$ cat config.mk
export PLATFORM = sky130hd
export DESIGN_NAME = debug_abstract_ctrl
export DESIGN_NICKNAME = d
export VERILOG_FILES = /design/src/rtl/debug_abstract_ctrl.sv
export SDC_FILE = /design/constraint.sdc
export NUM_CORES = 1
export LEC_CHECK = 0
export CAP_MARGIN = 20
export CORE_MARGIN = 5
export CORE_UTILIZATION = 39
export CTS_CLUSTER_SIZE = 24
export DETAILED_ROUTE_END_ITERATION = 10
export GPL_TIMING_DRIVEN = 0
export PLACE_DENSITY = 0.92
export SETUP_SLACK_MARGIN = 0.4
export SYNTH_ARGS = -nofsm -noshare
export SYNTH_HDL_FRONTEND = slang
export SYNTH_SLANG_ARGS = --single-unit
export TNS_END_PERCENT = 5
$ cat constraint.sdc
create_clock -name clk -period 3.9 [get_ports clk]
set_input_delay 0.78 -clock clk [delete_from_list [all_inputs] [get_ports clk]]
set_output_delay 0.78 -clock clk [all_outputs]
set_load 0.03 [all_outputs]
$ cat src/rtl/debug_abstract_ctrl.sv
// -----------------------------------------------------------------------------
// debug_abstract_ctrl
//
// Abstract-command engine for a RISC-V style debug module. It accepts an
// "access register" command from the DMI side and validates it. While the
// command runs it drives a single register-access request to the halted hart.
// It reports progress and errors through an abstractcs-style status word.
//
// Ports
//   clk, rst                 clock; asynchronous active-high reset
//   cmd_wr / cmd_wdata       abstract command write strobe and command word
//   abscs_wr / abscs_wdata   abstractcs write (cmderr[10:8] is write-1-to-clear)
//   data0_wr / data0_wdata   data0 write from the DMI side
//   data0_rdata              current data0
//   abscs_rdata              abstractcs read value (busy, cmderr, datacount=1)
//   hart_halted              target hart is in debug halt
//   reg_req/we/addr/wdata    register-access request to the hart
//   reg_ack/err/rdata        hart completion, fault flag and read data
//   busy                     command in progress
//
// Optional feature: define DBG_CMD_TIMEOUT_EN to abort a register access that
// has not been acknowledged within 255 cycles. The access then ends with
// cmderr=3. Without the macro the engine waits indefinitely for reg_ack.
// -----------------------------------------------------------------------------
module debug_abstract_ctrl (
  input  logic        clk,
  input  logic        rst,
  input  logic        cmd_wr,
  input  logic [31:0] cmd_wdata,
  input  logic        abscs_wr,
  input  logic [31:0] abscs_wdata,
  input  logic        data0_wr,
  input  logic [31:0] data0_wdata,
  output logic [31:0] data0_rdata,
  output logic [31:0] abscs_rdata,
  input  logic        hart_halted,
  output logic        reg_req,
  output logic        reg_we,
  output logic [15:0] reg_addr,
  output logic [31:0] reg_wdata,
  input  logic        reg_ack,
  input  logic        reg_err,
  input  logic [31:0] reg_rdata,
  output logic        busy
);

  typedef enum logic [1:0] {
    ST_IDLE = 2'd0,
    ST_EXEC = 2'd1,
    ST_DONE = 2'd2
  } state_e;

  localparam logic [2:0] ERR_NONE      = 3'd0;
  localparam logic [2:0] ERR_BUSY      = 3'd1;
  localparam logic [2:0] ERR_NOTSUP    = 3'd2;
  localparam logic [2:0] ERR_EXCEPTION = 3'd3;
  localparam logic [2:0] ERR_HALT      = 3'd4;

  // Highest legal regno: CSRs 0x0000-0x0FFF followed by GPRs 0x1000-0x101F.
  localparam logic [15:0] REGNO_MAX    = 16'h101F;

  state_e      state_q,     state_d;
  logic [2:0]  cmderr_q,    cmderr_d;
  logic [31:0] data0_q,     data0_d;
  logic        reg_we_q,    reg_we_d;
  logic [15:0] reg_addr_q,  reg_addr_d;
  logic [31:0] reg_wdata_q, reg_wdata_d;
`ifdef DBG_CMD_TIMEOUT_EN
  logic [7:0]  tmo_cnt_q,   tmo_cnt_d;
`endif

  // Command word fields.
  logic [7:0]  cmd_type;
  logic [2:0]  cmd_size;
  logic        cmd_transfer;
  logic        cmd_write;
  logic [15:0] cmd_regno;

  assign cmd_type     = cmd_wdata[31:24];
  assign cmd_size     = cmd_wdata[22:20];
  assign cmd_transfer = cmd_wdata[17];
  assign cmd_write    = cmd_wdata[16];
  assign cmd_regno    = cmd_wdata[15:0];

  // Fields this engine never looks at (reserved/postexec/aarpostincrement and
  // the read-only parts of abstractcs).
  logic unused_bits;
  assign unused_bits = ^{cmd_wdata[23], cmd_wdata[19:18],
                         abscs_wdata[31:11], abscs_wdata[7:0]};

  logic cmd_unsupported;
  logic cmd_bad_regno;
  logic any_wr;
  logic [31:0] data0_eff;

  // Only 32-bit register accesses are supported; aarsize is irrelevant when
  // nothing is transferred.
  assign cmd_unsupported = (cmd_type != 8'h00) ||
                           (cmd_transfer && (cmd_size != 3'd2));
  assign cmd_bad_regno   = cmd_transfer && (cmd_regno > REGNO_MAX);
  assign any_wr          = cmd_wr | abscs_wr | data0_wr;
  // A data0 write in the same cycle as the command is seen by the command.
  assign data0_eff       = data0_wr ? data0_wdata : data0_q;

  // NOTE: every variable gets its hold value first, so no path through the
  // case below can leave one unassigned and infer a latch.
  always_comb begin
    state_d     = state_q;
    cmderr_d    = cmderr_q;
    data0_d     = data0_q;
    reg_we_d    = reg_we_q;
    reg_addr_d  = reg_addr_q;
    reg_wdata_d = reg_wdata_q;
`ifdef DBG_CMD_TIMEOUT_EN
    tmo_cnt_d   = tmo_cnt_q;
`endif

    case (state_q)
      ST_IDLE: begin
        if (data0_wr) data0_d = data0_wdata;
        if (abscs_wr) cmderr_d = cmderr_q & ~abscs_wdata[10:8];
        // Validation uses the error state from before any same-cycle clear.
        if (cmd_wr && (cmderr_q == ERR_NONE)) begin
          if (cmd_unsupported) begin
            cmderr_d = ERR_NOTSUP;
          end else if (cmd_bad_regno) begin
            cmderr_d = ERR_EXCEPTION;
          end else if (!hart_halted) begin
            cmderr_d = ERR_HALT;
          end else if (cmd_transfer) begin
            state_d     = ST_EXEC;
            reg_we_d    = cmd_write;
            reg_addr_d  = cmd_regno;
            reg_wdata_d = data0_eff;
`ifdef DBG_CMD_TIMEOUT_EN
            tmo_cnt_d   = 8'd0;
`endif
          end else begin
            state_d = ST_DONE;
          end
        end
      end

      ST_EXEC: begin
        if (any_wr && (cmderr_q == ERR_NONE)) cmderr_d = ERR_BUSY;
`ifdef DBG_CMD_TIMEOUT_EN
        tmo_cnt_d = tmo_cnt_q + 8'd1;
`endif
        if (reg_ack) begin
          state_d = ST_DONE;
          // A hart fault outranks a same-cycle busy error.
          if (reg_err) begin
            if (cmderr_q == ERR_NONE) cmderr_d = ERR_EXCEPTION;
          end else if (!reg_we_q) begin
            data0_d = reg_rdata;
          end
        end
`ifdef DBG_CMD_TIMEOUT_EN
        // 254 means this is the 255th unacknowledged request cycle.
        else if (tmo_cnt_q == 8'd254) begin
          state_d = ST_DONE;
          if (cmderr_q == ERR_NONE) cmderr_d = ERR_EXCEPTION;
        end
`endif
      end

      ST_DONE: begin
        if (any_wr && (cmderr_q == ERR_NONE)) cmderr_d = ERR_BUSY;
        state_d = ST_IDLE;
      end

      default: state_d = ST_IDLE;
    endcase
  end

  // NOTE: non-blocking assignments here so every flop samples the values from
  // before the edge, regardless of statement order.
  always_ff @(posedge clk or posedge rst) begin
    if (rst) begin
      state_q     <= ST_IDLE;
      cmderr_q    <= ERR_NONE;
      data0_q     <= 32'h0;
      reg_we_q    <= 1'b0;
      reg_addr_q  <= 16'h0;
      reg_wdata_q <= 32'h0;
`ifdef DBG_CMD_TIMEOUT_EN
      tmo_cnt_q   <= 8'd0;
`endif
    end else begin
      state_q     <= state_d;
      cmderr_q    <= cmderr_d;
      data0_q     <= data0_d;
      reg_we_q    <= reg_we_d;
      reg_addr_q  <= reg_addr_d;
      reg_wdata_q <= reg_wdata_d;
`ifdef DBG_CMD_TIMEOUT_EN
      tmo_cnt_q   <= tmo_cnt_d;
`endif
    end
  end

  assign busy        = (state_q != ST_IDLE);
  assign reg_req     = (state_q == ST_EXEC);
  assign reg_we      = reg_we_q;
  assign reg_addr    = reg_addr_q;
  assign reg_wdata   = reg_wdata_q;
  assign data0_rdata = data0_q;
  // progbufsize=0, busy[12], relaxedpriv=0, cmderr[10:8], datacount=1.
  assign abscs_rdata = {19'b0, busy, 1'b0, cmderr_q, 4'b0, 4'd1};

endmodule

==> qor.yml <==
coreArea_um2: 11000
maxCapViolations: 0
cpPeakStageDelay_ns: 0.52
fin_tns_setup_ns: 0
status: "finished, final reports clean"
holdCritStartpoint: "reg_wdata[29]$_DFFE_PP0P_"
area_delta_synth_final_pct: 56.4
fin_ws_ns: 0.856
start_util_pct: 40.2
critPathKind: "reg2reg"
hold_end: "reg_wdata[29]$_DFFE_PP0P_"
min_period_ns: 3.04
cp-start-kind: "flip-flop"
fp-row-count: 38
drt-pass1-iter-count: 4
finalSetupViolCount: 0
cts.sinks: 86
endpoint_kind: "flip-flop"
cts_tree: "done"
grt_pass1_vias: 4185
dp_cells: 716
insertedDiodeCount: 0
grt_pass1_wl_mm: 21.9
ctsHoldBuffers: 0
required_ns: 4.15
layout_commonest_cell: "clkdlybuf4s50_1"
gr-usage-met1_pct: 23.6
p_int_w: 0.00228
ant_nets: 0
clock.fmax_mhz: 329
p_comb_share_pct: 42.4
slew_violations: 0
grt_use_total_pct: 20.9
numCtsBuffers: 9
htree_levels: 3
layout_common_cells: "clkdlybuf4s50_1, dfrtp_1, mux2_2"
ys_warn_count: 0
seq_area_um2: 2150
whs_ns: 0.505
die_h_um: 116
clkTransAtPathRegs_ns: 0.06
clock-root-buffer: "clkbuf_16"
hp-class: "reg2reg"
route.detailed.wl_per_inst_um: 19.2
gr-usage-met3_pct: 6.17
finalHoldViolCount: 0
grt.overflow.total: 0
crit_buf_inv: 4
cts.path.max_buffers: 2
drt_wl_total_mm: 14.1
drt-initial-drc-count: 201
tightest_slew_ns: 1.00
dp_hpwl_mm: 10.9
crit_fanout: 10
grt_start_max_net_pins: 56
reg2reg_slack_ns: 0.86
nets: 727
ys_types: 43
drc_errors: 0
instances_no_fill: 732
cp_cell_sequence: "inv_1 -> ha_1 -> clkbuf_1 -> inv_1 -> a21boi_1 -> o21bai_1 -> clkbuf_1 -> o2bb2ai_1"
use_met2_pct: 37.3
multi_input_area_um2: 1970
cts_resized: 0
maxSlewHeadroom_pct: 33.2
power_w: 0.00365
rsz0062_at_grt: "no"
yosysSeqAreaShare_pct: 48.7
cp_slowest_cell: "o21bai_1"
r2r-end: "data0_rdata[11]$_DFFE_PP0P_"
swShare_pct: 37.5
antenna_found_initial: 0
p_sw_w: 0.00137
avgSynthCellArea_um2: 12.3
synth.area.top_cells: "dfrtp_1, mux2_2, buf_4"
finalClockSkew_ns: 0.00626
rr_startpoint: "state_q[1]$_DFFE_PP0P_"
power_frac_seq_pct: 34.2
post-route-period-util_pct: 78.0
synth-seq-cells: 86
critical_path.top_delay_family: "buffers and inverters"
num_io_pins: 251
r2r_cells: 8
drive_gt1_share_pct: 21.8
viasPerCell: 5.20
vias: 3804
die_area_um2: 13600
synth_top_area_share_pct: 48.7
clockPowerShare_pct: 23.3
post_cts_buffers: 0
fillers: 848
gp_congestion: 0.841
busiest_layer: "met2"
die-width_um: 116
arrival_ns: 3.30
insertion_delay_ns: 0.33
peakVddDrop_uv: 291
post-place-ws_ns: 0.551
yosysTopAreaCell: "dfrtp_1"
io_buffers: 189
synthesis.area_um2: 4420
holdPathStages: 1
pwr_density_cell_nw_per_um2: 529
leakage_nw: 3.04
synth_cells: 360
## metal layers
| metal | up-vias | wire [um] |
|---|---|---|
| met1 | 1877 | 5300 |
| li1 | 1733 | - |
| met4 | 0 | 331 |
| met5 | - | 0 |
| met2 | 166 | 7370 |
| met3 | 28 | 1090 |
## layout make-up
| class | count | area share, % |
|---|---|---|
| tap | 140 | 2.54 |
| clock inverter | 3 | 0.634 |
| sequential | 86 | 31.2 |
| clock buffer | 13 | 3.62 |
| timing repair buffer | 190 | 27.8 |
| buffer | 52 | 5.02 |
| inverter | 13 | 0.743 |
| multi-input combinational | 235 | 28.5 |
## flip-flops by register name (all words and copies together), names as in the netlist
signal and flops:
data0_rdata 32, reg_wdata 32, cmderr_q 3, reg_addr 16, reg_we 1, state_q 2
## cell families (layout without fill, tap and decap cells)
kind of cell,after synthesis,count (layout),share of synthesized area (%)
multiplexers,74,74,19.5
other,2,28,0.170
flip-flops,86,86,48.7
buffers and inverters,65,271,8.95
adder cells (fa/ha/maj),4,4,1.13
AO/OA/AOI/OAI,90,90,16.5
AND/OR/NAND/NOR,39,39,4.99
## worst max path at each step
| stage | start | to | slack [ns] | depth (start not counted) |
|---|---|---|---|---|
| 2_1_floorplan | rst | cmderr_q[0]$_DFFE_PP0P_ | 0.90 | 1 |
| 3_3_place_gp | rst | reg_addr[2]$_DFFE_PP0P_ | -0.34 | 2 |
| 3_5_place_dp | reg_err | data0_rdata[30]$_DFFE_PP0P_ | 0.55 | 7 |
| 4_1_cts | state_q[1]$_DFFE_PP0P_ | data0_rdata[30]$_DFFE_PP0P_ | 0.79 | 8 |
| 5_1_grt | state_q[1]$_DFFE_PP0P_ | data0_rdata[30]$_DFFE_PP0P_ | 0.47 | 8 |
| 6_report | state_q[1]$_DFFE_PP0P_ | data0_rdata[11]$_DFFE_PP0P_ | 0.86 | 8 |
## cells in the mapped netlist
library cell and count:
dfrtp_1 86, mux2_2 67, buf_4 33, a22oi_1 29, o2bb2ai_1 28, clkbuf_1 17, inv_1 13, nor2_1 12
mux2_4 7, nand2_1 7, o21ai_0 5, o22ai_1 5, a21oi_1 4, a221oi_1 4, ha_1 4, nor2b_1 4
nor3_1 4, a21boi_0 2, conb_1 2, nand3_1 2, nor4_2 2, o41a_1 2, a2111oi_4 1, a21boi_1 1
a2bb2oi_1 1, a41oi_1 1, and2_1 1, and3_1 1, buf_12 1, buf_8 1, nand2b_1 1, nand4_1 1
nor3b_1 1, nor4_1 1, nor4b_4 1, o2111ai_2 1, o211a_1 1, o211ai_1 1, o21bai_1 1, o311a_1 1
o31ai_1 1, o41ai_1 1, or3_1 1
## worst register-to-register path, stage by stage, from the launching register on
cell and delay (ns):
dfrtp_1 0.44, inv_1 0.11, ha_1 0.19, clkbuf_1 0.37
inv_1 0.22, a21boi_1 0.46, o21bai_1 0.52, clkbuf_1 0.48
o2bb2ai_1 0.18
## metrics by stage
step | instance area, um^2 | util (%)
2_1_floorplan | 4510 | -
3_3_place_gp | 6580 | 59.9
3_5_place_dp | 6610 | 60.2
4_1_cts | 6900 | 62.9
5_1_grt | 6900 | 62.9
6_report | 6900 | 62.9
## power groups by stage
| stage | clock [W] | combinational (W) | sequential [W] |
|---|---|---|---|
| 2_1_floorplan | 0 | 0.000540 | 0.00158 |
| 3_3_place_gp | 0 | 0.00150 | 0.00124 |
| 3_5_place_dp | 0 | 0.00155 | 0.00126 |
| 4_1_cts | 0.000865 | 0.00156 | 0.00125 |
| 5_1_grt | 0.000900 | 0.00164 | 0.00128 |
| 6_report | 0.000852 | 0.00155 | 0.00125 |
Power figures use the tool's default switching activity.
